$ cat src/rtl/fsm_11011_tx.sv
// Serial framer: sync 11011, DATA_W payload bits MSB first, optional even parity, GAP_BITS zero guard bits.
// First bit on dout one clk after accept; in_ready only in IDLE, so in_valid while busy is ignored.
module fsm_11011_tx #(
  parameter int DATA_W    = 8,
  parameter int PARITY_EN = 1,
  parameter int GAP_BITS  = 2
) (
  input  logic              clk,
  input  logic              clear,
  input  logic              in_valid,
  input  logic [DATA_W-1:0] in_data,
  output logic              in_ready,
  output logic              dout,
  output logic              busy,
  output logic              done,
  output logic [2:0]        present_state
);

  localparam int MAX_SD  = (DATA_W > 5) ? DATA_W : 5;
  localparam int CNT_MAX = (GAP_BITS > MAX_SD) ? GAP_BITS : MAX_SD;
  localparam int CNT_W   = $clog2(CNT_MAX + 1);
  localparam logic [4:0] SYNC_PAT = 5'b11011;

  typedef enum logic [2:0] {
    IDLE = 3'b000,
    SYNC = 3'b001,
    DATA = 3'b010,
    PAR  = 3'b011,
    GAP  = 3'b100
  } state_t;

  state_t            state_q, state_d;
  logic [CNT_W-1:0]  cnt_q, cnt_d;
  logic [DATA_W-1:0] data_q, data_d;
  logic              dout_q, dout_d;
  logic              done_q, done_d;
  logic [DATA_W-1:0] data_sh;
  logic [4:0]        sync_sh;

  always_ff @(posedge clk) begin
    if (clear) begin
      state_q <= IDLE;
      cnt_q   <= '0;
      data_q  <= '0;
      dout_q  <= 1'b0;
      done_q  <= 1'b0;
    end else begin
      state_q <= state_d;
      cnt_q   <= cnt_d;
      data_q  <= data_d;
      dout_q  <= dout_d;
      done_q  <= done_d;
    end
  end

  // state_q/cn_q name the bit dout will carry after the next edge, so the
  // frame's last bit leaves in the same cycle the FSM is already in GAP/IDLE.
  always_comb begin
    state_d = state_q;
    cnt_d   = cnt_q;
    data_d  = data_q;
    dout_d  = 1'b0;
    done_d  = 1'b0;
    sync_sh = SYNC_PAT << cnt_q;
    data_sh = data_q << cnt_q;
    case (state_q)
      IDLE: begin
        if (in_valid) begin
          state_d = SYNC;
          cnt_d   = CNT_W'(1);
          data_d  = in_data;
          dout_d  = SYNC_PAT[4];
        end
      end
      SYNC: begin
        dout_d = sync_sh[4];
        if (cnt_q == CNT_W'(4)) begin
          state_d = DATA;
          cnt_d   = '0;
        end else begin
          cnt_d = cnt_q + CNT_W'(1);
        end
      end
      DATA: begin
        dout_d = data_sh[DATA_W-1];
        if (cnt_q == CNT_W'(DATA_W - 1)) begin
          cnt_d = '0;
          if (PARITY_EN != 0) begin
            state_d = PAR;
          end else begin
            done_d  = 1'b1;
            state_d = (GAP_BITS > 0) ? GAP : IDLE;
          end
        end else begin
          cnt_d = cnt_q + CNT_W'(1);
        end
      end
      PAR: begin
        dout_d  = ^data_q;
        done_d  = 1'b1;
        cnt_d   = '0;
        state_d = (GAP_BITS > 0) ? GAP : IDLE;
      end
      GAP: begin
        if (cnt_q == CNT_W'(GAP_BITS - 1)) begin
          state_d = IDLE;
          cnt_d   = '0;
        end else begin
          cnt_d = cnt_q + CNT_W'(1);
        end
      end
      default: begin
        state_d = IDLE;
        cnt_d   = '0;
      end
    endcase
  end

  assign in_ready      = (state_q == IDLE);
  assign busy          = (state_q != IDLE);
  assign dout          = dout_q;
  assign done          = done_q;
  assign present_state = state_q;

endmodule

$ cat config.mk
export PLATFORM = sky130hd
export DESIGN_NAME = fsm_11011_tx
export DESIGN_NICKNAME = d
export VERILOG_FILES = /design/src/rtl/fsm_11011_tx.sv
export SDC_FILE = /design/constraint.sdc
export NUM_CORES = 1
export LEC_CHECK = 0
export CORE_MARGIN = 2
export CORE_UTILIZATION = 40
export CTS_CLUSTER_DIAMETER = 120
export CTS_CLUSTER_SIZE = 40
export DETAILED_ROUTE_END_ITERATION = 16
export PLACE_DENSITY = 0.72
export SLEW_MARGIN = 0
export SYNTH_ARGS = -nofsm -noshare
export SYNTH_HDL_FRONTEND = slang
export SYNTH_SLANG_ARGS = --single-unit
export TNS_END_PERCENT = 50
$ cat constraint.sdc
create_clock -name clk -period 3.7 [get_ports clk]
set_input_delay 0.555 -clock clk [delete_from_list [all_inputs] [get_ports clk]]
set_output_delay 0.555 -clock clk [all_outputs]
set_load 0.02 [all_outputs]
==> results of run 1 <==
## per-stage QoR
| stage | setup WS [ns] | utilization, % |
|---|---|---|
| 2_1_floorplan | 2.036 | - |
| 3_3_place_gp | 1.707 | 49.22 |
| 3_5_place_dp | 1.679 | 49.22 |
| 4_1_cts | 1.343 | 50.44 |
| 5_1_grt | 1.223 | 50.44 |
| 6_report | 1.332 | 50.44 |
## sequential cells by signal, summed over array words and instances (netlist names)
signal / cells
cnt_q: 4
data_q: 8
dout: 1
present_state: 3
done: 1
## metal layers
metal,track usage (%),up-vias,wire length [µm]
li1,-,430,-
met1,19.73,380,870
met2,25.51,12,904
met3,3.390,2,60
met4,8.120,0,13
met5,0,-,0
## cells by family (layout without fill, tap and decap cells)
kind of cell    Yosys count  count (layout)
simple gates             48              48
compound gates           28              28
flops                    17              17
buf+inv                  11              25
xor+xnor                  8               8
fa+ha+maj                 3               3
mux                       2               2
## layout by cell type, fill, tap and decap left out, drive strengths merged, types with 3 or more instances in the layout
cell type / instances
inv: 4
a21oi: 14
and2: 4
clkbuf: 3
dfxtp: 17
o21ai: 4
nor2: 6
ha: 3
nand2: 23
xnor2: 6
clkdlybuf4s50: 17
nand3: 4
## layout make-up
class                           instances  area, µm²  share of cell area [%]
Timing Repair Buffer                   17      170.2                   14.96
Sequential cell                        17      340.3                   29.92
Clock buffer                            3      22.52                   1.980
Clock inverter                          1      5.005                  0.4400
Inverter                                4      15.01                   1.320
Tap cell                               28      35.03                   3.080
Multi-Input combinational cell         89      549.3                   48.29
## power by group
| group | switching, mW | internal [mW] |
|---|---|---|
| logic | 0.0367 | 0.0405 |
| registers | 0.0117 | 0.192 |
| clock network | 0.0612 | 0.0402 |
## worst min-delay path, delay by kind of cell, from the launching register on
family	cells	cell delay, ns
compound gates	1	0.05
simple gates	1	0.06
flops	1	0.34
## how the worst max path moves through the flow
| stage | startpoint | cells after the start | to |
|---|---|---|---|
| detailed placement | present_state[0] | 2 | in_ready |
| global route | present_state[0] | 2 | in_ready |
| global placement | present_state[0] | 2 | in_ready |
| floorplan | present_state[0] | 2 | busy |
| CTS | present_state[0] | 2 | in_ready |
| finish | present_state[0] | 2 | in_ready |
==> results.py, run 1 <==
metrics = {
    "placement": {
        "gp_congestion": 0.8124,
        "place_area_um2": 1110,
        "dp_hpwl_mm": 1.394,
        "portBuffers": 17,
        "dp.cells": 155,
    },
    "worst_setup_path": {
        "cp-end-kind": "primary output",
        "worstPathRequired_ns": 3.14,
        "crit_path_max_incr_delay_ns": 0.68,
        "reg2reg_depth": 6,
        "path_delay_family": "buffers and inverters",
        "r2r-start": "cnt_q[1]",
        "timing.rr.end": "cnt_q[3]",
        "critical_path_arrival_ns": 1.81,
        "critPathSlowestCell": "clkdlybuf4s50_1",
        "crit_fanout": 12,
        "critical_path_class": "flop to primary output",
        "critical_path.cell_chain": "nor3_2, clkdlybuf4s50_1",
        "startpoint_type": "flop",
        "crit_buf_inv": 1,
        "r2r_slack_ns": 1.81,
    },
    "floorplanning": {
        "fp-row-count": 17,
        "start_util_pct": 43.23,
        "floorplan.die.width_um": 53.37,
        "io_pins": 18,
        "dieArea_um2": 2848,
        "core-area_um2": 2255,
        "dieHeight_um": 53.37,
    },
    "sta": {
        "tns_ns": 0,
        "slew_violations": 0,
        "worst_pin_slew_ns": 0.5528,
        "fmax_ghz": 0.4222,
        "fin_crit_sh_pct": 64.01,
        "slew_headroom_pct": 63.03,
        "period_minus_slack_ns": 2.368,
        "fin_hold_ws_ns": 0.4833,
        "rsz0062_at_grt": "no",
        "clock_skew_ns": 0.003465,
        "setup_violations": 0,
        "hold_viol": 0,
    },
    "yosys": {
        "yosys_warnings": 0,
        "synthTopCellsByCount": "nand2_1, dfxtp_1, a21oi_1",
        "synth_edf_count": 0,
        "syn_avg_cell_area_um2": 8.331,
        "synthesis.nets": 131,
        "synth-seq-cells": 17,
        "synth.distinct_cells": 37,
        "syn_inst": 117,
        "synth_xor_area_share_pct": 7.189,
        "yosysTopAreaCellShare_pct": 34.92,
        "synth_compound_area_share_pct": 17.33,
        "synth_most_common_cell": "nand2_1",
        "synth_area_um2": 974.7,
        "async_flop_share_pct": 0,
        "synth_adder_area_share_pct": 3.851,
        "yosys.area.top_type": "dfxtp_1",
        "synth-simple-area-share_pct": 24.13,
        "seq_area_frac_synth_pct": 34.92,
        "synthFlopType": "dfxtp_1",
        "synth_top_family_by_area": "simple AND/OR/NAND/NOR gates",
        "synth_mux_area_share_pct": 3.851,
        "synthTopCellsByArea": "dfxtp_1, nand2_1, a21oi_1",
    },
    "power": {
        "p_leak_nw": 0.4231,
        "power.density_nw_per_um2": 336.2,
        "peakVddDrop_mv": 0.1984,
        "p_total_uw": 382.4,
    },
    "finish": {
        "num_antenna_cells": 0,
        "finalNetCount": 146,
        "drive_gt1_share_pct": 5.344,
        "stdcell_count": 159,
        "stdcell_area_um2": 1137,
        "fill_cells": 243,
        "area_growth_pct": 16.69,
    },
    "clock_network": {
        "clk_pin_slew_worst_paths_ns": 0.11,
        "cts.sinks": 17,
        "cts_resized": 0,
        "cts_post_setup_buffers_inserted": 0,
        "worstSkewPairLatency_ns": 0.29,
        "cts_tree": "done",
        "cts_hold_buf": 0,
        "root_buffer": "clkbuf_4",
        "cts_htree_levels": 1,
        "cts_buffers": 3,
        "clockBufferDepth": 2,
    },
    "min_path": {
        "hold_start": "data_q[4]",
        "worstHoldEndpoint": "data_q[4]",
        "whs_path_depth": 2,
        "hp-class": "flop to flop",
    },
    "route": {
        "vias": 824,
        "first_pass_iters": 3,
        "finalWirelength_mm": 1.848,
        "routed_via_density": 5.182,
        "drc": 0,
        "wire_per_inst_um": 11.62,
        "first_iter_violations": 6,
        "ant_nets": 0,
    },
    "grt": {
        "antenna_found_initial": 0,
        "overflow": 0,
        "grt_pass1_vias": 762,
        "grt_start_max_net_pins": 17,
        "grt_util_all_layers_pct": 15.89,
        "grt_first_pass_wirelength_mm": 3.256,
    },
    "flow_run": {
        "drv_cap": 0,
    },
    "run_status": {
        "status": "completed",
    },
}
Power figures use the tool's default switching activity.
==> inputs of run 2 (changes only) <==
==> constraint.sdc (replaced) <==
create_clock -name clk -period 2.3 [get_ports clk]
set_input_delay 0.345 -clock clk [delete_from_list [all_inputs] [get_ports clk]]
set_output_delay 0.345 -clock clk [all_outputs]
set_load 0.02 [all_outputs]
==> run 2 against run 1 <==
Compared with the run above: combinational power is 61% higher; sequential share of layout area is 0.16 points lower; clock skew is 0.00066 ns higher; sequential cell count stayed put; setup slack worse by 1.2 ns; die area stayed put; clock power is 60% higher; routed wire length is 1.3% lower; first-iteration DRC count is 17% higher; count of clock-buffer cells in the layout is 1 higher; critical path type unchanged; largest cell class unchanged.
==> results.py, run 2 (synthesized netlist as in run 1, its figures left out) <==
metrics = {
    "run_status": {
        "status": "completed",
    },
    "route": {
        "vias": 822,
        "finalWirelength_mm": 1.824,
        "drc": 0,
        "first_iter_violations": 7,
        "routed_via_density": 5.138,
        "wire_per_inst_um": 11.40,
        "ant_nets": 0,
        "first_pass_iters": 4,
    },
    "finish": {
        "final_cell_mix": "nand2_1, dfxtp_1, clkdlybuf4s50_1",
        "regMostFlops": "data_q",
        "final_common_cell": "nand2_1",
        "final_util_pct": 50.72,
        "largest_reg_flops": 8,
        "drive_gt1_share_pct": 5.303,
        "area_growth_pct": 17.33,
        "fill_cells": 241,
        "stdcell_area_um2": 1144,
        "finalNetCount": 147,
        "num_antenna_cells": 0,
    },
    "power": {
        "p_total_uw": 613.8,
        "p_leak_nw": 0.4252,
        "peakVddDrop_mv": 0.2597,
        "power.density_nw_per_um2": 536.8,
    },
    "clock_network": {
        "cts_hold_buf": 0,
        "cts_tree": "done",
        "cts_post_setup_buffers_inserted": 0,
        "cts.sinks": 17,
        "worstSkewPairLatency_ns": 0.29,
        "clockBufferDepth": 2,
        "cts_htree_levels": 1,
        "cts_resized": 0,
        "cts_buffers": 3,
        "clk_pin_slew_worst_paths_ns": 0.10,
        "root_buffer": "clkbuf_4",
    },
    "worst_setup_path": {
        "crit_path_max_incr_delay_ns": 0.68,
        "crit_fanout": 12,
        "startpoint_type": "flop",
        "critical_path_class": "flop to primary output",
        "worstPathRequired_ns": 1.96,
        "critical_path.cell_chain": "nor3_2, clkdlybuf4s50_1",
        "critPathSlowestCell": "clkdlybuf4s50_1",
        "cp-end-kind": "primary output",
        "critical_path_arrival_ns": 1.82,
    },
    "sta": {
        "slew_violations": 0,
        "fmax_ghz": 0.4624,
        "period_minus_slack_ns": 2.163,
        "rsz0062_at_grt": "no",
        "setup_violations": 0,
        "slew_headroom_pct": 69.27,
        "clock_skew_ns": 0.004122,
        "hold_viol": 0,
        "tns_ns": 0,
        "fin_crit_sh_pct": 94.04,
        "fin_hold_ws_ns": 0.4882,
        "worst_pin_slew_ns": 0.4570,
    },
    "placement": {
        "portBuffers": 17,
        "place_area_um2": 1117,
        "gp_congestion": 0.8485,
        "dp_hpwl_mm": 1.369,
    },
    "floorplanning": {
        "fp-row-count": 17,
        "io_pins": 18,
        "floorplan.die.width_um": 53.37,
        "core-area_um2": 2255,
        "dieHeight_um": 53.37,
        "start_util_pct": 43.23,
        "dieArea_um2": 2848,
    },
    "grt": {
        "grt_start_max_net_pins": 14,
        "grt_util_all_layers_pct": 14.82,
        "overflow": 0,
        "antenna_found_initial": 0,
        "grt_pass1_vias": 719,
        "grt_first_pass_wirelength_mm": 3.056,
    },
    "flow_run": {
        "drv_cap": 0,
    },
    "min_path": {
        "hp-class": "flop to flop",
    },
}
==> run 2: per-layer routing <==
| layer | track usage [%] | part of all wire (%) |
|---|---|---|
| met4 | 8.974 | 1.5 |
| met2 | 22.84 | 47 |
| met1 | 19.01 | 47 |
| met3 | 2.542 | 4.4 |
| met5 | 0 | 0 |
==> run 2: worst max-delay path: cells and delay by family (launching register included) <==
| kind | cells | cell delay (ns) |
|---|---|---|
| DFF | 1 | 0.43 |
| buffers and inverters | 1 | 0.68 |
| and+or+nand+nor | 1 | 0.41 |
==> run 2: area by class of cell <==
type	instances	area [µm²]	share of cell area (%)
Multi-Input combinational cell	89	549.3	48.03
Sequential cell	17	340.3	29.76
Timing Repair Buffer	18	177.7	15.54
Tap cell	28	35.03	3.063
Clock buffer	4	26.28	2.298
Inverter	4	15.01	1.313
==> run 2: metrics by stage <==
| step | setup WS (ns) | std cells |
|---|---|---|
| detailed placement | 0.4850 | 156 |
| finish | 0.1372 | 160 |
| CTS | 0.1490 | 160 |
| global route | 0.01917 | 160 |
| global placement | 0.4690 | 156 |
| floorplan | 0.6446 | 117 |
==> run 2: path summary, 6_finish.rpt <==
kind / from / to / slack (ns) / cells past startpoint
worst min register to register: data_q[7] / data_q[7] / 0.49 / 2
worst max register to register: cnt_q[1] / cnt_q[1] / 0.50 / 7
worst min-delay path: data_q[7] / data_q[7] / 0.49 / 2
worst max-delay path: present_state[0] / in_ready / 0.14 / 2
==> run 2: power breakdown <==
group,switching (mW),internal (mW),leakage [nW]
sequential,0.0185,0.309,0.139
combinational,0.0578,0.0664,0.271
clock,0.0944,0.0675,0.0150
total,0.171,0.443,0.425
==> inputs of run 3 (changes only) <==
--- a/config.mk
+++ b/config.mk
@@ -10,6 +10,7 @@
 export CTS_CLUSTER_DIAMETER = 120
 export CTS_CLUSTER_SIZE = 40
 export DETAILED_ROUTE_END_ITERATION = 16
+export HOLD_SLACK_MARGIN = 0.12
 export PLACE_DENSITY = 0.72
 export SLEW_MARGIN = 0
 export SYNTH_ARGS = -nofsm -noshare
==> results of run 3 <==
The final DEF is identical to that of run 2; final timing and power are the same.
